[config.mk]
export PLATFORM = sky130hd
export DESIGN_NAME = kfxt_scancode_translator
export DESIGN_NICKNAME = d
export VERILOG_FILES = /design/src/rtl/kfxt_scancode_translator.sv
export SDC_FILE = /design/constraint.sdc
export NUM_CORES = 1
export LEC_CHECK = 0
export CAP_MARGIN = 10
export CELL_PAD_IN_SITES_DETAIL_PLACEMENT = 0
export CELL_PAD_IN_SITES_GLOBAL_PLACEMENT = 2
export CORE_MARGIN = 2
export CORE_UTILIZATION = 43
export CTS_CLUSTER_DIAMETER = 50
export DETAILED_ROUTE_END_ITERATION = 10
export HOLD_SLACK_MARGIN = 0.06
export PLACE_DENSITY = 0.84
export SLEW_MARGIN = 20
export SYNTH_ARGS = -nofsm -noshare
export SYNTH_HDL_FRONTEND = slang
export SYNTH_SLANG_ARGS = --single-unit
export TNS_END_PERCENT = 10
[constraint.sdc]
create_clock -name clock -period 2.94 [get_ports clock]
set_input_delay 0.588 -clock clock [delete_from_list [all_inputs] [get_ports clock]]
set_output_delay 0.588 -clock clock [all_outputs]
set_load 0.005 [all_outputs]
[src/rtl/kfxt_scancode_translator.sv]
// PS/2 scan-code set 2 to IBM PC/XT set 1 translator with output FIFO and XT holding register.
// Optional: define KFXT_FAKE_SHIFT_FILTER_EN to drop the E0-prefixed fake-shift codes (12, 59).
module kfxt_scancode_translator #(
    parameter int unsigned FIFO_DEPTH = 8
) (
    input  logic       clock,
    input  logic       reset_n,
    input  logic [7:0] ps2_code,
    input  logic       ps2_code_valid,
    input  logic       clear_keycode,
    output logic [7:0] xt_keycode,
    output logic       xt_irq,
    output logic       overflow
);
    localparam int unsigned PW = $clog2(FIFO_DEPTH);
    localparam int unsigned CW = PW + 1;
    localparam logic [CW-1:0] DEPTH_C  = CW'(FIFO_DEPTH);
    localparam logic [CW-1:0] DEPTH_M2 = CW'(FIFO_DEPTH - 2);

    // i8042 set-2 -> set-1 translation for codes 00-7F (entry 00 is never used).
    localparam logic [0:127][7:0] XLAT = {
        8'hFF, 8'h43, 8'h41, 8'h3F, 8'h3D, 8'h3B, 8'h3C, 8'h58,
        8'h64, 8'h44, 8'h42, 8'h40, 8'h3E, 8'h0F, 8'h29, 8'h59,
        8'h65, 8'h38, 8'h2A, 8'h70, 8'h1D, 8'h10, 8'h02, 8'h5A,
        8'h66, 8'h71, 8'h2C, 8'h1F, 8'h1E, 8'h11, 8'h03, 8'h5B,
        8'h67, 8'h2E, 8'h2D, 8'h20, 8'h12, 8'h05, 8'h04, 8'h5C,
        8'h68, 8'h39, 8'h2F, 8'h21, 8'h14, 8'h13, 8'h06, 8'h5D,
        8'h69, 8'h31, 8'h30, 8'h23, 8'h22, 8'h15, 8'h07, 8'h5E,
        8'h6A, 8'h72, 8'h32, 8'h24, 8'h16, 8'h08, 8'h09, 8'h5F,
        8'h6B, 8'h33, 8'h25, 8'h17, 8'h18, 8'h0B, 8'h0A, 8'h60,
        8'h6C, 8'h34, 8'h35, 8'h26, 8'h27, 8'h19, 8'h0C, 8'h61,
        8'h6D, 8'h73, 8'h28, 8'h74, 8'h1A, 8'h0D, 8'h62, 8'h6E,
        8'h3A, 8'h36, 8'h1C, 8'h1B, 8'h75, 8'h2B, 8'h63, 8'h76,
        8'h55, 8'h56, 8'h77, 8'h78, 8'h79, 8'h7A, 8'h0E, 8'h7B,
        8'h7C, 8'h4F, 8'h7D, 8'h4B, 8'h47, 8'h7E, 8'h7F, 8'h6F,
        8'h52, 8'h53, 8'h50, 8'h4C, 8'h4D, 8'h48, 8'h01, 8'h45,
        8'h57, 8'h4E, 8'h51, 8'h4A, 8'h37, 8'h49, 8'h46, 8'h54
    };

    typedef enum logic [1:0] {
        ST_IDLE,
        ST_BRK,
        ST_EXT,
        ST_EXT_BRK
    } state_t;

    // Returns {mapped, set1_code}.
    function automatic logic [8:0] xlat(input logic [7:0] code);
        logic [8:0] r;
        r = '0;
        if (code == 8'h83) begin
            r = {1'b1, 8'h41};
        end else if (!code[7] && (code != 8'h00)) begin
            r = {1'b1, XLAT[code[6:0]]};
        end
        return r;
    endfunction

    function automatic logic is_passthru(input logic [7:0] code);
        return (code == 8'hAA) || (code == 8'hFA) || (code == 8'hEE) ||
               (code == 8'hFE) || (code == 8'hFC) || (code == 8'h00) ||
               (code == 8'hFF);
    endfunction

    function automatic logic is_fake_shift(input logic [7:0] code);
`ifdef KFXT_FAKE_SHIFT_FILTER_EN
        return (code == 8'h12) || (code == 8'h59);
`else
        return (code == 8'hFF) && (code == 8'h00);
`endif
    endfunction

    state_t         state_q, state_d;
    logic [1:0]     stg_cnt_q, stg_cnt_d;
    logic [7:0]     stg_b0_q, stg_b0_d;
    logic [7:0]     stg_b1_q, stg_b1_d;
    logic           tail_vld_q, tail_vld_d;
    logic [7:0]     tail_byte_q, tail_byte_d;
    logic [PW-1:0]  wr_ptr_q, wr_ptr_d;
    logic [PW-1:0]  rd_ptr_q, rd_ptr_d;
    logic [CW-1:0]  count_q, count_d;
    logic [7:0]     key_q, key_d;
    logic           irq_q, irq_d;
    logic           ovf_q, ovf_d;
    logic [7:0]     mem_q [FIFO_DEPTH];

    logic [8:0]     tr;
    logic           push;
    logic [7:0]     push_byte;
    logic           pop;

    // Prefix decoder: stages zero, one or two bytes for the FIFO on the cycle after the strobe.
    always_comb begin
        state_d   = state_q;
        stg_cnt_d = 2'd0;
        stg_b0_d  = stg_b0_q;
        stg_b1_d  = stg_b1_q;
        tr        = xlat(ps2_code);
        if (ps2_code_valid) begin
            case (state_q)
                ST_IDLE: begin
                    if (ps2_code == 8'hF0) begin
                        state_d = ST_BRK;
                    end else if (ps2_code == 8'hE0) begin
                        state_d = ST_EXT;
                    end else if ((ps2_code == 8'hE1) || is_passthru(ps2_code)) begin
                        stg_cnt_d = 2'd1;
                        stg_b0_d  = ps2_code;
                    end else if (tr[8]) begin
                        stg_cnt_d = 2'd1;
                        stg_b0_d  = tr[7:0];
                    end
                end
                ST_BRK: begin
                    state_d = ST_IDLE;
                    if (tr[8]) begin
                        stg_cnt_d = 2'd1;
                        stg_b0_d  = tr[7:0] | 8'h80;
                    end
                end
                ST_EXT: begin
                    if (ps2_code == 8'hF0) begin
                        state_d = ST_EXT_BRK;
                    end else begin
                        state_d = ST_IDLE;
                        if (tr[8] && !is_fake_shift(ps2_code)) begin
                            stg_cnt_d = 2'd2;
                            stg_b0_d  = 8'hE0;
                            stg_b1_d  = tr[7:0];
                        end
                    end
                end
                ST_EXT_BRK: begin
                    state_d = ST_IDLE;
                    if (tr[8] && !is_fake_shift(ps2_code)) begin
                        stg_cnt_d = 2'd2;
                        stg_b0_d  = 8'hE0;
                        stg_b1_d  = tr[7:0] | 8'h80;
                    end
                end
                default: state_d = ST_IDLE;
            endcase
        end
    end

    // E0 pairs reserve two slots up front, so the trailing byte never needs a space check.
    always_comb begin
        push        = 1'b0;
        push_byte   = stg_b0_q;
        tail_vld_d  = 1'b0;
        tail_byte_d = tail_byte_q;
        ovf_d       = ovf_q;
        if (tail_vld_q) begin
            push      = 1'b1;
            push_byte = tail_byte_q;
        end else if (stg_cnt_q == 2'd1) begin
            if (count_q < DEPTH_C) begin
                push = 1'b1;
            end else begin
                ovf_d = 1'b1;
            end
        end else if (stg_cnt_q == 2'd2) begin
            if (count_q <= DEPTH_M2) begin
                push        = 1'b1;
                tail_vld_d  = 1'b1;
                tail_byte_d = stg_b1_q;
            end else begin
                ovf_d = 1'b1;
            end
        end

        pop   = !irq_q && !clear_keycode && (count_q != '0);
        key_d = key_q;
        irq_d = irq_q;
        if (clear_keycode) begin
            key_d = '0;
            irq_d = 1'b0;
        end else if (pop) begin
            key_d = mem_q[rd_ptr_q];
            irq_d = 1'b1;
        end

        wr_ptr_d = push ? wr_ptr_q + PW'(1) : wr_ptr_q;
        rd_ptr_d = pop  ? rd_ptr_q + PW'(1) : rd_ptr_q;
        count_d  = count_q + CW'(push) - CW'(pop);
    end

    always_ff @(posedge clock or negedge reset_n) begin
        if (!reset_n) begin
            state_q     <= ST_IDLE;
            stg_cnt_q   <= 2'd0;
            stg_b0_q    <= '0;
            stg_b1_q    <= '0;
            tail_vld_q  <= 1'b0;
            tail_byte_q <= '0;
            wr_ptr_q    <= '0;
            rd_ptr_q    <= '0;
            count_q     <= '0;
            key_q       <= '0;
            irq_q       <= 1'b0;
            ovf_q       <= 1'b0;
        end else begin
            state_q     <= state_d;
            stg_cnt_q   <= stg_cnt_d;
            stg_b0_q    <= stg_b0_d;
            stg_b1_q    <= stg_b1_d;
            tail_vld_q  <= tail_vld_d;
            tail_byte_q <= tail_byte_d;
            wr_ptr_q    <= wr_ptr_d;
            rd_ptr_q    <= rd_ptr_d;
            count_q     <= count_d;
            key_q       <= key_d;
            irq_q       <= irq_d;
            ovf_q       <= ovf_d;
        end
    end

    always_ff @(posedge clock) begin
        if (push) begin
            mem_q[wr_ptr_q] <= push_byte;
        end
    end

    assign xt_keycode = key_q;
    assign xt_irq     = irq_q;
    assign overflow   = ovf_q;

endmodule

==> out/results.tsv <==
metric	value	unit
yosys warns	0	
Clock Latency Late Sink	410	ps
status	finished, final reports clean	
H-tree depth	4	
Final nets	679	
Post-CTS Setup Inserts	0	
final hold violation count	0	
Synth Area in Simple Gates	13.9	%
HP Class	in -> async	
Overall Global Routing Usage	21.9	%
CP required	3240	ps
Syn Inst Count	561	
Clk pin slew, worst setup/hold paths	60	ps
mux contribution to synthesized area	11.6	%
antenna violations before repair	0	
peak supply drop	0.434	mV
max-cap violations	0	
Largest stage delay, worst path	520	ps
r2r startpoint	count_q[1]	
most frequent cells in the layout	buf_4, edfxtp_1, dfrtp_1	
Die Y	127	um
Site Rows	44	
post_cts resized	0	
Final WS setup	265	ps
Critical Path Most Common Cell	buf_4	
Die W	127	um
Bufs on Longest Clock Path	2	
PortBufs	21	
CP delay by family, top	buffers and inverters	
period utilization	91.0	%
WL final	16600	um
Setup Viol. Count Final	0	
crit start category	input port	
adder-cell area share of the yosys netlist	4.54	%
drt first-iter violations	525	
Post-synth EDFFs	64	
slowest CP cell	or4_4	
Netlist Area Pre-Place	0.00651	sq mm
commonest non-fill, non-tap cell in the layout	buf_4	
grt ovf	0	
PD cells	674	mW/mm^2
Leakage Power	3.16	nW
CTS buffer count	17	
R2R setup slack	470	ps
Clock Tree Root	clkbuf_16	
CTS tree	built	
Layout Cells excl Fill	841	
layout filler cell count	1215	
hpwl dp	12000	um
Synth area leaders	edfxtp_1, dfrtp_1, mux4_2, ha_1, mux2_2	
largest net degree at the start of global routing	29	
router iterations before antenna repair	5	
critical path peak fanout	4	
worst r2r path cells	11	
CP startpoint	ps2_code[0]	
DRC	0	
Final Util	54.3	%
Setup TNS	0	ps
post-synthesis xor/xnor area fraction	1.21	%
CP cell instances	clkdlybuf4s50_1 > inv_1 > buf_4 > ha_1 > buf_4 > nor2_1 > a2111oi_0 > or4_4 > o22ai_2 > a221oi_2 > o31ai_1	
Inst Count DP	809	
min cycle time layout	2680	ps
Seq/Total Area, Yosys	48.4	%
synthesized flop and latch total	113	
share of synthesized registers carrying an async set or reset	43.4	%
Buf+Inv Stages, Crit Path	4	
Arr. time, crit path	2980	ps
nature of the critical path endpoint	flop	
syn nets	596	
Max Freq	0.374	GHz
worst slew pin tran	818	ps
DR WL/cell	19.8	um
die area	0.0161	sq mm
Via Count	4877	
Setup Slack @ Placement	-124	ps
relative slew slack	45.4	%
routability cong.	0.919	
first-pass GRT wire length	27200	um
Synth Area per Inst	11.6	sq um
hold buffer count at CTS	0	
Layout area overhead	22.2	%
Yosys top cell by area	edfxtp_1	
Post-synth top flop	edfxtp_1	
share of cells above drive strength 1	28.0	%
max-slew violation count	0	
top cell type's share of synthesized area	29.5	%
Netlist cell types	80	
vias in the first global route	4989	
# IOs	22	
largest family of logic cells by synthesized area	compound AO/OA/AOI/OAI gates	
Antenna Nets Post-Route	0	
critical path class	in -> reg	
clock sinks	113	
clk_skew	8.81	ps
n_diodes	0	
RSZ-0062 raised after global routing	no	
Core ar.	0.0146	sq mm
Initial Util	44.4	%
number of stages on the worst setup path	11	
Synth Area in Compound Gates	14.9	%
R2R Path End	count_q[2]	
drt via density	5.80	
[worst max path at each step]
| stage | to |
|---|---|
| 4_1_cts | stg_b0_q[1] |
| 2_1_floorplan | stg_b0_q[5] |
| 3_5_place_dp | stg_b0_q[5] |
| 3_3_place_gp | stg_b0_q[7] |
| 6_report | stg_b0_q[1] |
| 5_1_grt | stg_b0_q[6] |
[synthesized netlist by cell type, types with 11 or more instances]
| cell type | count |
|---|---|
| a211oi_1 | 12 |
| a21oi_1 | 26 |
| a31oi_1 | 11 |
| buf_2 | 17 |
| clkbuf_1 | 13 |
| dfrtp_1 | 49 |
| edfxtp_1 | 64 |
| ha_1 | 22 |
| inv_1 | 24 |
| mux2_2 | 20 |
| mux4_2 | 18 |
| nand2_1 | 35 |
| nand2b_1 | 17 |
| nand3b_1 | 12 |
| nor2_1 | 28 |
| nor3_1 | 14 |
| o21ai_0 | 27 |
[worst reg2reg max path: cells and delay by family, from the launching register on]
kind	cells	cell delay (ps)
AOI/OAI and AO/OA	1	220
and+or+nand+nor	3	380
buffers and inverters	2	110
adders and majority gates	4	1030
xor gates and xnor gates	1	170
DFF	1	430
[sequential cells by signal, summed over array words and instances (netlist names)]
name and cells:
state_q 2, overflow 1, xt_irq 1, stg_cnt_q 2, wr_ptr_q 3, stg_b0_q 8, xt_keycode 8, mem_q 64
rd_ptr_q 3, stg_b1_q 8, tail_vld_q 1, count_q 4, tail_byte_q 8
[cells by family after synthesis]
logic type | count (synthesis)
DFF | 113
buffers and inverters | 71
muxes | 50
xor gates and xnor gates | 9
AOI/OAI and AO/OA | 136
adders and majority gates | 23
and+or+nand+nor | 159
[metrics by stage]
step / hold slack [ps] / area (sq um) / total power [mW]
finish: 94.9 / 7950 / 5.36
global route: 107 / 7950 / 5.67
CTS: 88.5 / 7950 / 5.42
detailed placement: 464 / 7390 / 3.48
global placement: 457 / 7390 / 3.44
floorplan: 292 / 6510 / 3.00
[power by group]
| part | internal [mW] | switching (mW) | leakage, nW |
|---|---|---|---|
| clock network | 1.12 | 0.793 | 0.270 |
| logic | 0.696 | 0.652 | 1.68 |
| registers | 1.91 | 0.190 | 1.21 |
[layout make-up]
type	count	area [sq um]	share of cell area [%]
clock inverter	15	138	1.73
tap	184	230	2.90
sequential	113	3150	39.6
multi-input combinational	377	3010	37.8
inverter	28	105	1.32
clock buffer	17	425	5.35
timing repair buffer	107	896	11.3
[routing by layer]
metal / track usage (%) / wire (um) / vias up
met3: 3.98 / 814 / 27
li1: - / - / 2283
met2: 36.8 / 8150 / 160
met1: 29.0 / 7300 / 2407
met5: 0 / 0 / -
met4: 7.11 / 342 / 0
No activity file was read; power rests on OpenSTA's default activity.
